==> src/rtl/imc_mm_arbiter.sv <==
// ---------------------------------------------------------------------------------------------
// imc_mm_arbiter
//   Two-master arbiter in front of the IMC datapath slave. Master 0 is the NIOS host and
//   master 1 is the PROM sequencer. The grant is registered, so a forwarded command appears
//   one cycle after the request. Ties go round-robin. Master 1 can hold the bus across
//   consecutive commands with m1_lock_in. Accepted reads push the issuing master ID into a
//   tag FIFO. Each slave readdatavalid pops the FIFO head and routes the response to that
//   master.
//
// Ports
//   sys_clk_in, sys_reset_in             clock, async active-low reset
//   m0_*_in / m0_*_out                   host command in, waitrequest/readdata/valid out
//   m1_*_in / m1_*_out, m1_lock_in       PROM sequencer command/response, bus lock
//   s_*_out / s_*_in                     command to IMC slave, slave response back
//   rsp_error_out                        sticky: response arrived with no outstanding read
// ---------------------------------------------------------------------------------------------
module imc_mm_arbiter #(
  parameter int unsigned ADDR_BITS       = 9,
  parameter int unsigned MAX_OUTSTANDING = 4
) (
  input  logic                 sys_clk_in,
  input  logic                 sys_reset_in,

  input  logic [31:0]          m0_writedata_in,
  input  logic [ADDR_BITS-1:0] m0_address_in,
  input  logic                 m0_write_in,
  input  logic                 m0_read_in,
  output logic                 m0_waitrequest_out,
  output logic [31:0]          m0_readdata_out,
  output logic                 m0_readdatavalid_out,

  input  logic [31:0]          m1_writedata_in,
  input  logic [ADDR_BITS-1:0] m1_address_in,
  input  logic                 m1_write_in,
  input  logic                 m1_read_in,
  output logic                 m1_waitrequest_out,
  output logic [31:0]          m1_readdata_out,
  output logic                 m1_readdatavalid_out,
  input  logic                 m1_lock_in,

  output logic [31:0]          s_writedata_out,
  output logic [ADDR_BITS-1:0] s_address_out,
  output logic                 s_write_out,
  output logic                 s_read_out,
  input  logic                 s_waitrequest_in,
  input  logic [31:0]          s_readdata_in,
  input  logic                 s_readdatavalid_in,

  output logic                 rsp_error_out
);

  localparam int unsigned PtrW = $clog2(MAX_OUTSTANDING);
  localparam int unsigned CntW = PtrW + 1;
  localparam logic [CntW-1:0] MaxCnt = CntW'(MAX_OUTSTANDING);

  typedef enum logic [1:0] {
    StIdle = 2'd0,
    StGnt0 = 2'd1,
    StGnt1 = 2'd2
  } state_e;

  state_e r_state;
  state_e w_state_next;
  logic   r_rr_last;  // master of the most recent accept; 1 out of reset so m0 wins first tie

  logic [MAX_OUTSTANDING-1:0] r_tags;
  logic [PtrW-1:0]            r_wr_ptr;
  logic [PtrW-1:0]            r_rd_ptr;
  logic [CntW-1:0]            r_count;
  logic                       r_rsp_error;

  logic w_m0_req;
  logic w_m1_req;
  logic w_sel1;
  logic w_granted;
  logic w_cmd_wr;
  logic w_cmd_rd;
  logic w_fifo_empty;
  logic w_fifo_full;
  logic w_pop;
  logic w_push;
  logic w_blocked;
  logic w_accept;
  logic w_head;

  // ------------------------------------------------------------------------------------------
  // Request decode and forwarding
  // ------------------------------------------------------------------------------------------
  assign w_m0_req  = m0_read_in | m0_write_in;
  assign w_m1_req  = m1_read_in | m1_write_in;
  assign w_sel1    = (r_state == StGnt1);
  assign w_granted = (r_state != StIdle);

  // Read+write together is a write; the read strobe is dropped.
  assign w_cmd_wr = w_granted & (w_sel1 ? m1_write_in : m0_write_in);
  assign w_cmd_rd = w_granted & (w_sel1 ? (m1_read_in & ~m1_write_in)
                                        : (m0_read_in & ~m0_write_in));

  assign w_fifo_empty = (r_count == '0);
  assign w_fifo_full  = (r_count == MaxCnt);
  assign w_pop        = s_readdatavalid_in & ~w_fifo_empty;

  // A pop in the same cycle frees the slot, so a full FIFO only blocks without a response.
  assign w_blocked = w_cmd_rd & w_fifo_full & ~w_pop;
  assign w_accept  = (w_cmd_rd | w_cmd_wr) & ~s_waitrequest_in & ~w_blocked;
  assign w_push    = w_accept & w_cmd_rd;

  assign s_writedata_out = w_sel1 ? m1_writedata_in : m0_writedata_in;
  assign s_address_out   = w_sel1 ? m1_address_in   : m0_address_in;
  assign s_write_out     = w_cmd_wr;
  assign s_read_out      = w_cmd_rd & ~w_blocked;

  assign m0_waitrequest_out = ~(w_accept & (r_state == StGnt0));
  assign m1_waitrequest_out = ~(w_accept & w_sel1);

  // ------------------------------------------------------------------------------------------
  // Response routing
  // ------------------------------------------------------------------------------------------
  assign w_head               = r_tags[r_rd_ptr];
  assign m0_readdata_out      = s_readdata_in;
  assign m1_readdata_out      = s_readdata_in;
  assign m0_readdatavalid_out = w_pop & ~w_head;
  assign m1_readdatavalid_out = w_pop & w_head;
  assign rsp_error_out        = r_rsp_error;

  // ------------------------------------------------------------------------------------------
  // Grant FSM
  // ------------------------------------------------------------------------------------------
  always_comb begin
    w_state_next = r_state;
    unique case (r_state)
      StIdle: begin
        if (w_m0_req && w_m1_req) begin
          w_state_next = r_rr_last ? StGnt0 : StGnt1;
        end else if (w_m0_req) begin
          w_state_next = StGnt0;
        end else if (w_m1_req) begin
          w_state_next = StGnt1;
        end
      end
      StGnt0: begin
        if (w_accept) begin
          if (w_m1_req)      w_state_next = StGnt1;
          else if (w_m0_req) w_state_next = StGnt0;
          else               w_state_next = StIdle;
        end else if (!w_m0_req) begin
          w_state_next = StIdle;
        end
      end
      StGnt1: begin
        if (w_accept) begin
          if (m1_lock_in)    w_state_next = StGnt1;
          else if (w_m0_req) w_state_next = StGnt0;
          else if (w_m1_req) w_state_next = StGnt1;
          else               w_state_next = StIdle;
        end else if (!w_m1_req && !m1_lock_in) begin
          w_state_next = StIdle;
        end
      end
      default: w_state_next = StIdle;
    endcase
  end

  always_ff @(posedge sys_clk_in or negedge sys_reset_in) begin
    if (!sys_reset_in) begin
      r_state   <= StIdle;
      r_rr_last <= 1'b1;
    end else begin
      r_state <= w_state_next;
      if (w_accept) begin
        r_rr_last <= w_sel1;
      end
    end
  end

  // ------------------------------------------------------------------------------------------
  // Read-tag FIFO; pointers wrap naturally since depth is a power of two
  // ------------------------------------------------------------------------------------------
  always_ff @(posedge sys_clk_in or negedge sys_reset_in) begin
    if (!sys_reset_in) begin
      r_tags      <= '0;
      r_wr_ptr    <= '0;
      r_rd_ptr    <= '0;
      r_count     <= '0;
      r_rsp_error <= 1'b0;
    end else begin
      if (w_push) begin
        r_tags[r_wr_ptr] <= w_sel1;
        r_wr_ptr         <= r_wr_ptr + 1'b1;
      end
      if (w_pop) begin
        r_rd_ptr <= r_rd_ptr + 1'b1;
      end
      unique case ({w_push, w_pop})
        2'b10:   r_count <= r_count + 1'b1;
        2'b01:   r_count <= r_count - 1'b1;
        default: r_count <= r_count;
      endcase
      if (s_readdatavalid_in && w_fifo_empty) begin
        r_rsp_error <= 1'b1;
      end
    end
  end

endmodule

==> config.mk <==
export PLATFORM = sky130hd
export DESIGN_NAME = imc_mm_arbiter
export DESIGN_NICKNAME = d
export VERILOG_FILES = /design/src/rtl/imc_mm_arbiter.sv
export SDC_FILE = /design/constraint.sdc
export NUM_CORES = 1
export LEC_CHECK = 0
export CAP_MARGIN = 25
export CORE_AREA = 2 2 90 92
export DETAILED_ROUTE_END_ITERATION = 16
export DIE_AREA = 0 0 92 94
export PLACE_DENSITY_LB_ADDON = 0.3
export SLEW_MARGIN = 20
export SYNTH_ARGS = -nofsm -noshare
export SYNTH_HDL_FRONTEND = slang
export SYNTH_SLANG_ARGS = --single-unit
==> constraint.sdc <==
create_clock -name sys_clk_in -period 5.7 [get_ports sys_clk_in]
set_input_delay 1.425 -clock sys_clk_in [delete_from_list [all_inputs] [get_ports sys_clk_in]]
set_output_delay 1.425 -clock sys_clk_in [all_outputs]
set_load 0.005 [all_outputs]
Yosys cells after proc, flatten, opt, wreduce, memory -nomap -nowiden
Index checks and enable logic that the tools add are counted.
{"block": "totals", "ff_bits": 15, "inputBits": 123, "output_inout_bits": 112}
{"block": "op_classes", "n_addsub": 4, "magnitude_cmp": 3, "eq_ne": 8, "n_mux": 24, "bitwise": 27, "n_reduce_logical": 11}
{"operator": "$mux W32", "count": 1}
{"operator": "$mux W2", "count": 12}
{"operator": "$and A1 B1 Y1", "count": 15}
{"operator": "$mux W9", "count": 1}
{"operator": "$not A1 Y1", "count": 9}
{"operator": "$lt A2 B3 Y1 const B", "count": 2}
{"operator": "$pmux W2 S3", "count": 1}
{"operator": "$pmux W3 S2", "count": 1}
{"operator": "$mux W1", "count": 5}
{"operator": "$add A2 B1 Y2 const B", "count": 2}
{"operator": "$bwmux W4", "count": 1}
{"operator": "$eq A2 B1 Y1 const B", "count": 2}
{"operator": "$eq A2 B2 Y1 const B", "count": 2}
{"operator": "$logic_and A1 B1 Y1", "count": 4}
{"operator": "$ne A4 B4 Y1 const B", "count": 1}
{"operator": "$reduce_bool A2 Y1", "count": 2}
{"operator": "$add A3 B1 Y3 const B", "count": 1}
{"operator": "$eq A3 B3 Y1 const B", "count": 1}
{"operator": "$logic_not A3 Y1", "count": 1}
{"operator": "$ne A3 B1 Y1 const B", "count": 1}
{"operator": "$ne A3 B3 Y1 const B", "count": 1}
{"operator": "$or A1 B1 Y1", "count": 3}
{"operator": "$reduce_and A3 Y1", "count": 1}
{"operator": "$sub A3 B1 Y3 const B", "count": 1}
{"operator": "other kinds (5)", "count": 6}

Depth between registers and ports, before layout
Gate-level depths: netlist (run 1).
{"block": "depth", "depth_word": 11, "mapped_depth": 10}

Worst setup path after synthesis (run 1)
Ideal clock, no wire load.
{"block": "synth_path", "path_type": "input-to-output", "from": "input port m0_write_in", "to": "output port m1_waitrequest_out", "t_arrival_ns": 2.406, "t_required_ns": 4.275, "slack_ns": 1.869, "stages": 4, "path_buffers": 0, "cell_sequence": "nand3b_1 a211oi_4 a21oi_2 or2_2"}
{"block": "synth_via", "elab_chain_cells": 10, "elab_cells_between_ends": 14, "classes_between": "mux: 2; bitwise: 12"}
{"item": "start: declaration", "line": "26", "source": "input logic m0_write_in,"}
{"item": "$not A1 Y1", "line": "97", "source": ": (m0_read_in & ~m0_write_in));"}
{"item": "$and A1 B1 Y1", "line": "97"}
{"item": "$mux W1", "line": "96", "source": "assign w_cmd_rd = w_granted & (w_sel1 ? (m1_read_in & ~m1_write_in)"}
{"item": "$and A1 B1 Y1", "line": "96"}
{"item": "$and A1 B1 Y1 (2 in series)", "line": "104", "source": "assign w_blocked = w_cmd_rd & w_fifo_full & ~w_pop;"}
{"item": "$not A1 Y1", "line": "105", "source": "assign w_accept = (w_cmd_rd | w_cmd_wr) & ~s_waitrequest_in & ~w_blocked;"}
{"item": "$and A1 B1 Y1 *", "line": "105"}
{"item": "$and A1 B1 Y1 *", "line": "114", "source": "assign m1_waitrequest_out = ~(w_accept & w_sel1);"}
{"item": "$not A1 Y1 *", "line": "114"}
{"item": "end: declaration", "line": "36", "source": "output logic m1_waitrequest_out,"}
Every way passes the cells marked *; elsewhere a longest branch is shown, timed or not.

Final worst setup path (run 1)
Same ends and word-level chain as after synthesis.

==> impl_metrics.ini, run 1 <==
[run_status]
outcome = complete, no violations

[floorplanning]
die_y_um = 94
io-pin-count = 235
start_util_pct = 25.2
std_cell_rows = 32
dieWidth_um = 92
die_area_um2 = 8650
core_region_area_um2 = 7610

[synth]
yosysTopAreaCell = nand2_1
async_reset_ff_share_pct = 100
syn_avg_cell_area_um2 = 6.81
synth_cells = 282
yosys-top-cells-area = nand2_1 26%, buf_4 25%, dfrtp_1 18%
yosys_warnings = 0
ys_seq_area_share_pct = 19.6
syn-cell-area_um2 = 1920
synth.distinct_cells = 35
syn-num-nets = 411
synth_top_area_share_pct = 25.6
ys_ff_latch = 15
synth_ff_type = dfrtp_1
synth_edf_count = 0

[global_route]
grt_pass1_vias = 1861
grt_overflow = 0
grt_max_degree = 44
antenna_found_initial = 0
grt_first_pass_wirelength_um = 9660
grt_use_total_pct = 14.0

[timing]
whs_ns = 0.465
rsz0062_at_grt = no
fmax_mhz = 201
setup_slack_ns = 0.725
worstMarginPinSlew_ns = 0.882
setup_viol = 0
slew_viol_final = 0
fin_skew_ns = 0.00189
hold_viol = 0
slew_headroom_pct = 41.2
min_period_over_period_pct = 87.3
setup_tns_ns = 0
min_period_ns = 4.97

[worst_setup_path]
reg2reg_from = r_state[0]
setup.worst_path.start_class = input port
crit_cells = 6
cpMostUsedCell = clkdlybuf4s50_1
crit_path_end_kind = output pin
crit_buf_inv = 2
critPathTopFamily = buffers and inverters
required_ns = 4.28
startpoint = m0_write_in
path_cells = clkdlybuf4s50_1, nand3b_1, a211oi_4, a21oi_2, or2_2, clkdlybuf4s50_1
max_stage_delay_ns = 0.49
crit_arrival_ns = 3.55
worst_path_max_delay_cell = clkdlybuf4s50_1
criticalPathCategory = in2out
r2r_cells = 9
critPathMaxFanout = 9

[detailed_routing]
dr.pass1.iters = 4
vias_per_cell = 4.17
wl_per_cell_um = 14.7
drt_iter0_markers = 32
wl_met2_um = 3170
met1_length_um = 2570
drc = 0
ant_nets = 0
dr_wl_met3_um = 788
drt-total-wl_um = 6620
routed.top_layer = met4
vias = 1883

[place]
hpwl_um = 5350
portBuffers = 138
dp_slack_ns = 0.717
place.gp.congestion = 0.818
placed_cell_area_um2 = 2920

[clock_tree]
cts_buffer_depth = 2
cts_sinks = 15
holdBufCountCts = 0
cts_buffers = 3
cts_resized = 0
post_cts_buffers = 0
cts_tree = done
worstSkewPairLatency_ns = 0.25
root_buffer = clkbuf_8
h-tree-depth = 1
clkTransAtPathRegs_ns = 0.06

[final_layout]
diodes = 0
drive_above_1_share_pct = 4.57
syn_to_final_growth_pct = 54.4
stdcell_area_um2 = 2960
nNetsFinal = 480
fillCellCount = 792

[pwr]
p_leak_nw = 1.33
power.density_nw_per_um2 = 401
ir_worst_vdd_uv = 197
total_power_w = 0.00119

[hold_path]
hp-class = reg2reg
hp-start = rsp_error_out
min_path_cells = 1

[flow_run]
drv_cap = 0
-- per-stage QoR --
step,util (%),cells
2_1_floorplan,-,282
3_3_place_gp,38.4,448
3_5_place_dp,38.4,448
4_1_cts,39.0,452
5_1_grt,39.0,452
6_report,39.0,452
-- registers in the layout, indices dropped and copies added (netlist names) --
name / flops
r_count: 3
r_rd_ptr: 2
r_rr_last: 1
r_state: 2
r_tags: 4
r_wr_ptr: 2
rsp_error_out: 1
-- placed cells by master, fill, tap and decap left out, types with 2 or more instances in the layout --
| master | synthesis | routed |
|---|---|---|
| mux2i_1 | 2 | 2 |
| ha_1 | 5 | 5 |
| nand2_1 | 131 | 131 |
| or2_2 | 2 | 2 |
| xnor2_1 | 4 | 4 |
| inv_1 | 8 | 8 |
| clkbuf_8 | 0 | 3 |
| o21ai_0 | 3 | 3 |
| dfrtp_1 | 14 | 14 |
| a21oi_1 | 3 | 3 |
| nor2_1 | 4 | 4 |
| nor3_1 | 2 | 2 |
| clkdlybuf4s50_1 | 0 | 138 |
| nand2b_1 | 4 | 3 |
| mux2_1 | 4 | 4 |
| xor2_1 | 2 | 2 |
-- routing by layer --
layer	track usage, %	vias to the layer above
met4	3.36	0
met2	24.3	112
met5	0	-
met1	15.9	819
li1	-	943
met3	6.26	9
-- worst paths after layout --
path	slack, ns	endpoint
worst min register to register	0.46	rsp_error_out
max in group asynchronous	3.68	r_state[1]
worst max register to register	3.48	r_count[2]
min in group asynchronous	1.59	r_count[2]
worst max-delay path	0.73	m1_waitrequest_out
worst min-delay path	0.46	rsp_error_out
-- kinds of logic (layout without fill, tap and decap cells) --
| group | after synthesis | count (layout) | synth area share (%) |
|---|---|---|---|
| buffers and inverters | 83 | 151 | 29.0 |
| multiplexers | 8 | 8 | 5.15 |
| AO/OA/AOI/OAI | 15 | 15 | 6.26 |
| adder cells (fa/ha/maj) | 6 | 6 | 4.30 |
| flip-flops | 15 | 15 | 19.6 |
| XOR/XNOR | 6 | 6 | 2.74 |
| AND/OR/NAND/NOR | 149 | 149 | 32.9 |
-- layout make-up --
cell class                      count  area (µm²)  area share (%)
Tap cell                          102         128            4.31
Multi-Input combinational cell    184         996            33.6
Sequential cell                    15         377            12.7
Clock buffer                        4        45.0            1.52
Timing Repair Buffer              139        1390            46.9
Inverter                            8        30.0            1.01
-- cells in the mapped netlist, types with 2 or more instances --
cell      count
a21oi_1       3
buf_2         4
buf_4        64
clkbuf_1      7
dfrtp_1      14
ha_1          5
inv_1         8
mux2_1        4
mux2i_1       2
nand2_1     131
nand2b_1      4
nor2_1        4
nor2b_1       2
nor3_1        2
o21ai_0       3
or2_2         2
xnor2_1       4
xor2_1        2
-- power by group --
part	switching, W	internal, W	leakage (nW)
logic	0.000392	0.000489	1.13
registers	0.0000580	0.000161	0.179
clock network	0.0000369	0.0000495	0.0228
total	0.000487	0.000700	1.33
No activity file was read; power rests on OpenSTA's default activity.
==> inputs of run 2 (changes only) <==
--- a/config.mk
+++ b/config.mk
@@ -10,7 +10,8 @@
 export DETAILED_ROUTE_END_ITERATION = 16
 export DIE_AREA = 0 0 92 94
 export PLACE_DENSITY_LB_ADDON = 0.3
-export SLEW_MARGIN = 20
+export SETUP_SLACK_MARGIN = 0.2
+export SLEW_MARGIN = 0
 export SYNTH_ARGS = -nofsm -noshare
 export SYNTH_HDL_FRONTEND = slang
 export SYNTH_SLANG_ARGS = --single-unit
==> results of run 2 <==
Final layout, timing and power as in run 1 (identical DEF).
==> inputs of run 3 (changes only) <==
--- a/config.mk
+++ b/config.mk
@@ -6,12 +6,14 @@
 export NUM_CORES = 1
 export LEC_CHECK = 0
 export CAP_MARGIN = 25
-export CORE_AREA = 2 2 90 92
+export CORE_AREA = 2 2 92 94
+export CTS_CLUSTER_DIAMETER = 80
 export DETAILED_ROUTE_END_ITERATION = 16
-export DIE_AREA = 0 0 92 94
+export DIE_AREA = 0 0 94 96
+export DONT_BUFFER_PORTS = 1
 export PLACE_DENSITY_LB_ADDON = 0.3
 export SETUP_SLACK_MARGIN = 0.2
-export SLEW_MARGIN = 0
+export SLEW_MARGIN = 20
 export SYNTH_ARGS = -nofsm -noshare
 export SYNTH_HDL_FRONTEND = slang
 export SYNTH_SLANG_ARGS = --single-unit
==> run 3 against run 2 <==
Against the previous run: combinational power is 40% lower; sequential power hardly changed; global-route usage is 3.2 points lower; via count is 23% lower; hold slack better by 0.016 ns; worst setup slack better by 0.99 ns; clock power is 1% higher; count of clock-buffer cells in the layout is 1 lower; non-clock buffer count is 138 lower; utilization is 19 points lower; clock skew is 0.0012 ns lower; critical path type unchanged.
==> impl_metrics.ini, run 3 (same netlist as run 1, synthesis figures left out) <==
[run_status]
outcome = complete, no violations

[worst_setup_path]
crit_buf_inv = 0
setup.worst_path.start_class = input port
crit_path_end_kind = output pin
max_stage_delay_ns = 0.47
reg2reg_to = r_count[2]
critPathTopFamily = compound AO/OA/AOI/OAI gates
required_ns = 4.28
r2r_cells = 9
ff2ff_setup_slack_ns = 3.46
crit_arrival_ns = 2.56
worst_path_max_delay_cell = a211oi_4
critPathMaxFanout = 9
path_cells = nand3b_1, a211oi_4, a21oi_2, or2_2
reg2reg_from = r_state[0]
criticalPathCategory = in2out

[global_route]
grt_first_pass_wirelength_um = 7070
grt_use_total_pct = 10.8
grt_overflow = 0
grt_pass1_vias = 1146
grt_max_degree = 50
antenna_found_initial = 0

[timing]
slew_viol_final = 0
whs_ns = 0.481
hold_viol = 0
fmax_mhz = 251
rsz0062_at_grt = no
worstMarginPinSlew_ns = 0.804
setup_tns_ns = 0
min_period_ns = 3.98
setup_viol = 0
fin_skew_ns = 0.000714
slew_headroom_pct = 46.4
min_period_over_period_pct = 69.9

[final_layout]
nNetsFinal = 342
stdcell_area_um2 = 1590
final_cell_mix = 131 x nand2_1, 14 x dfrtp_1, 8 x inv_1
layout.cells.non_filler = 317
syn_to_final_growth_pct = -17.1
drive_above_1_share_pct = 8.02
layout_commonest_cell = nand2_1
utilization_pct = 19.8
reg_top3 = r_tags: 4 flops, r_count: 3 flops
diodes = 0
regMostFlops = r_tags
largest_reg_flops = 4

[place]
place.gp.congestion = 0.794
hpwl_um = 4770
dp.cells = 313
portBuffers = 0
placed_cell_area_um2 = 1540

[clock_tree]
cts_resized = 0
root_buffer = clkbuf_8
h-tree-depth = 1
worstSkewPairLatency_ns = 0.24
holdBufCountCts = 0
cts_tree = done
cts_buffers = 3
cts_sinks = 15
post_cts_buffers = 0
cts_buffer_depth = 2
clkTransAtPathRegs_ns = 0.06

[hold_path]
hold_end = r_rd_ptr[1]
min_path_cells = 1
hp-class = reg2reg
hp-start = r_rd_ptr[1]

[flow_run]
drv_cap = 0

[pwr]
ir_worst_vdd_uv = 264
p_leak_nw = 0.794
power.density_nw_per_um2 = 522

[detailed_routing]
wl_per_cell_um = 17.6
vias = 1441
drt-total-wl_um = 5570
drc = 0
vias_per_cell = 4.55
dr.pass1.iters = 4
ant_nets = 0
drt_iter0_markers = 55

[floorplanning]
start_util_pct = 23.8
std_cell_rows = 33
dieWidth_um = 94
io-pin-count = 235
die_y_um = 96
core_region_area_um2 = 8050
die_area_um2 = 9020
==> run 3: cell types whose count changed in the layout (fill, tap and decap cells not counted) <==
cell             before  now
clkbuf_1              1    0
clkinvlp_4            0    1
clkdlybuf4s50_1     138    0
==> run 3: worst max path at each step <==
stage	slack, ns	start	end	cells past startpoint
2_1_floorplan	1.87	m0_write_in	m1_waitrequest_out	4
3_5_place_dp	1.68	m0_write_in	m1_waitrequest_out	4
3_3_place_gp	1.71	m0_write_in	m1_waitrequest_out	4
4_1_cts	1.68	m0_write_in	m1_waitrequest_out	4
5_1_grt	1.59	m0_write_in	m1_waitrequest_out	4
6_report	1.72	m0_write_in	m1_waitrequest_out	4
==> run 3: through the flow <==
stage	total power, W	setup slack (ns)
after global placement	0.000755	1.71
after global routing	0.000938	1.59
after detailed placement	0.000764	1.68
after CTS	0.000855	1.68
final	0.000831	1.72
after floorplan	0.000660	1.87
==> run 3: area by class of cell <==
class	count	area (µm²)
fillers	929	6460
multi-input cells	184	996
flip-flops and latches	15	377
well taps	105	131
clock buffers	3	41.3
inverters	8	30.0
clock inverters	1	7.51
repair buffers	1	7.51
==> run 3: per-layer routing <==
layer | track usage, % | vias to the layer above | part of all wire (%)
li1 | - | 666 | -
met5 | 0 | - | 0
met3 | 6.50 | 10 | 16
met4 | 3.62 | 0 | 1.9
met1 | 13.5 | 637 | 37
met2 | 15.5 | 128 | 45
==> run 3: power breakdown <==
group | internal (W) | switching (W) | total [W]
Combinational | 0.000185 | 0.000341 | 0.000526
Sequential | 0.000161 | 0.0000565 | 0.000218
Clock | 0.0000490 | 0.0000383 | 0.0000873
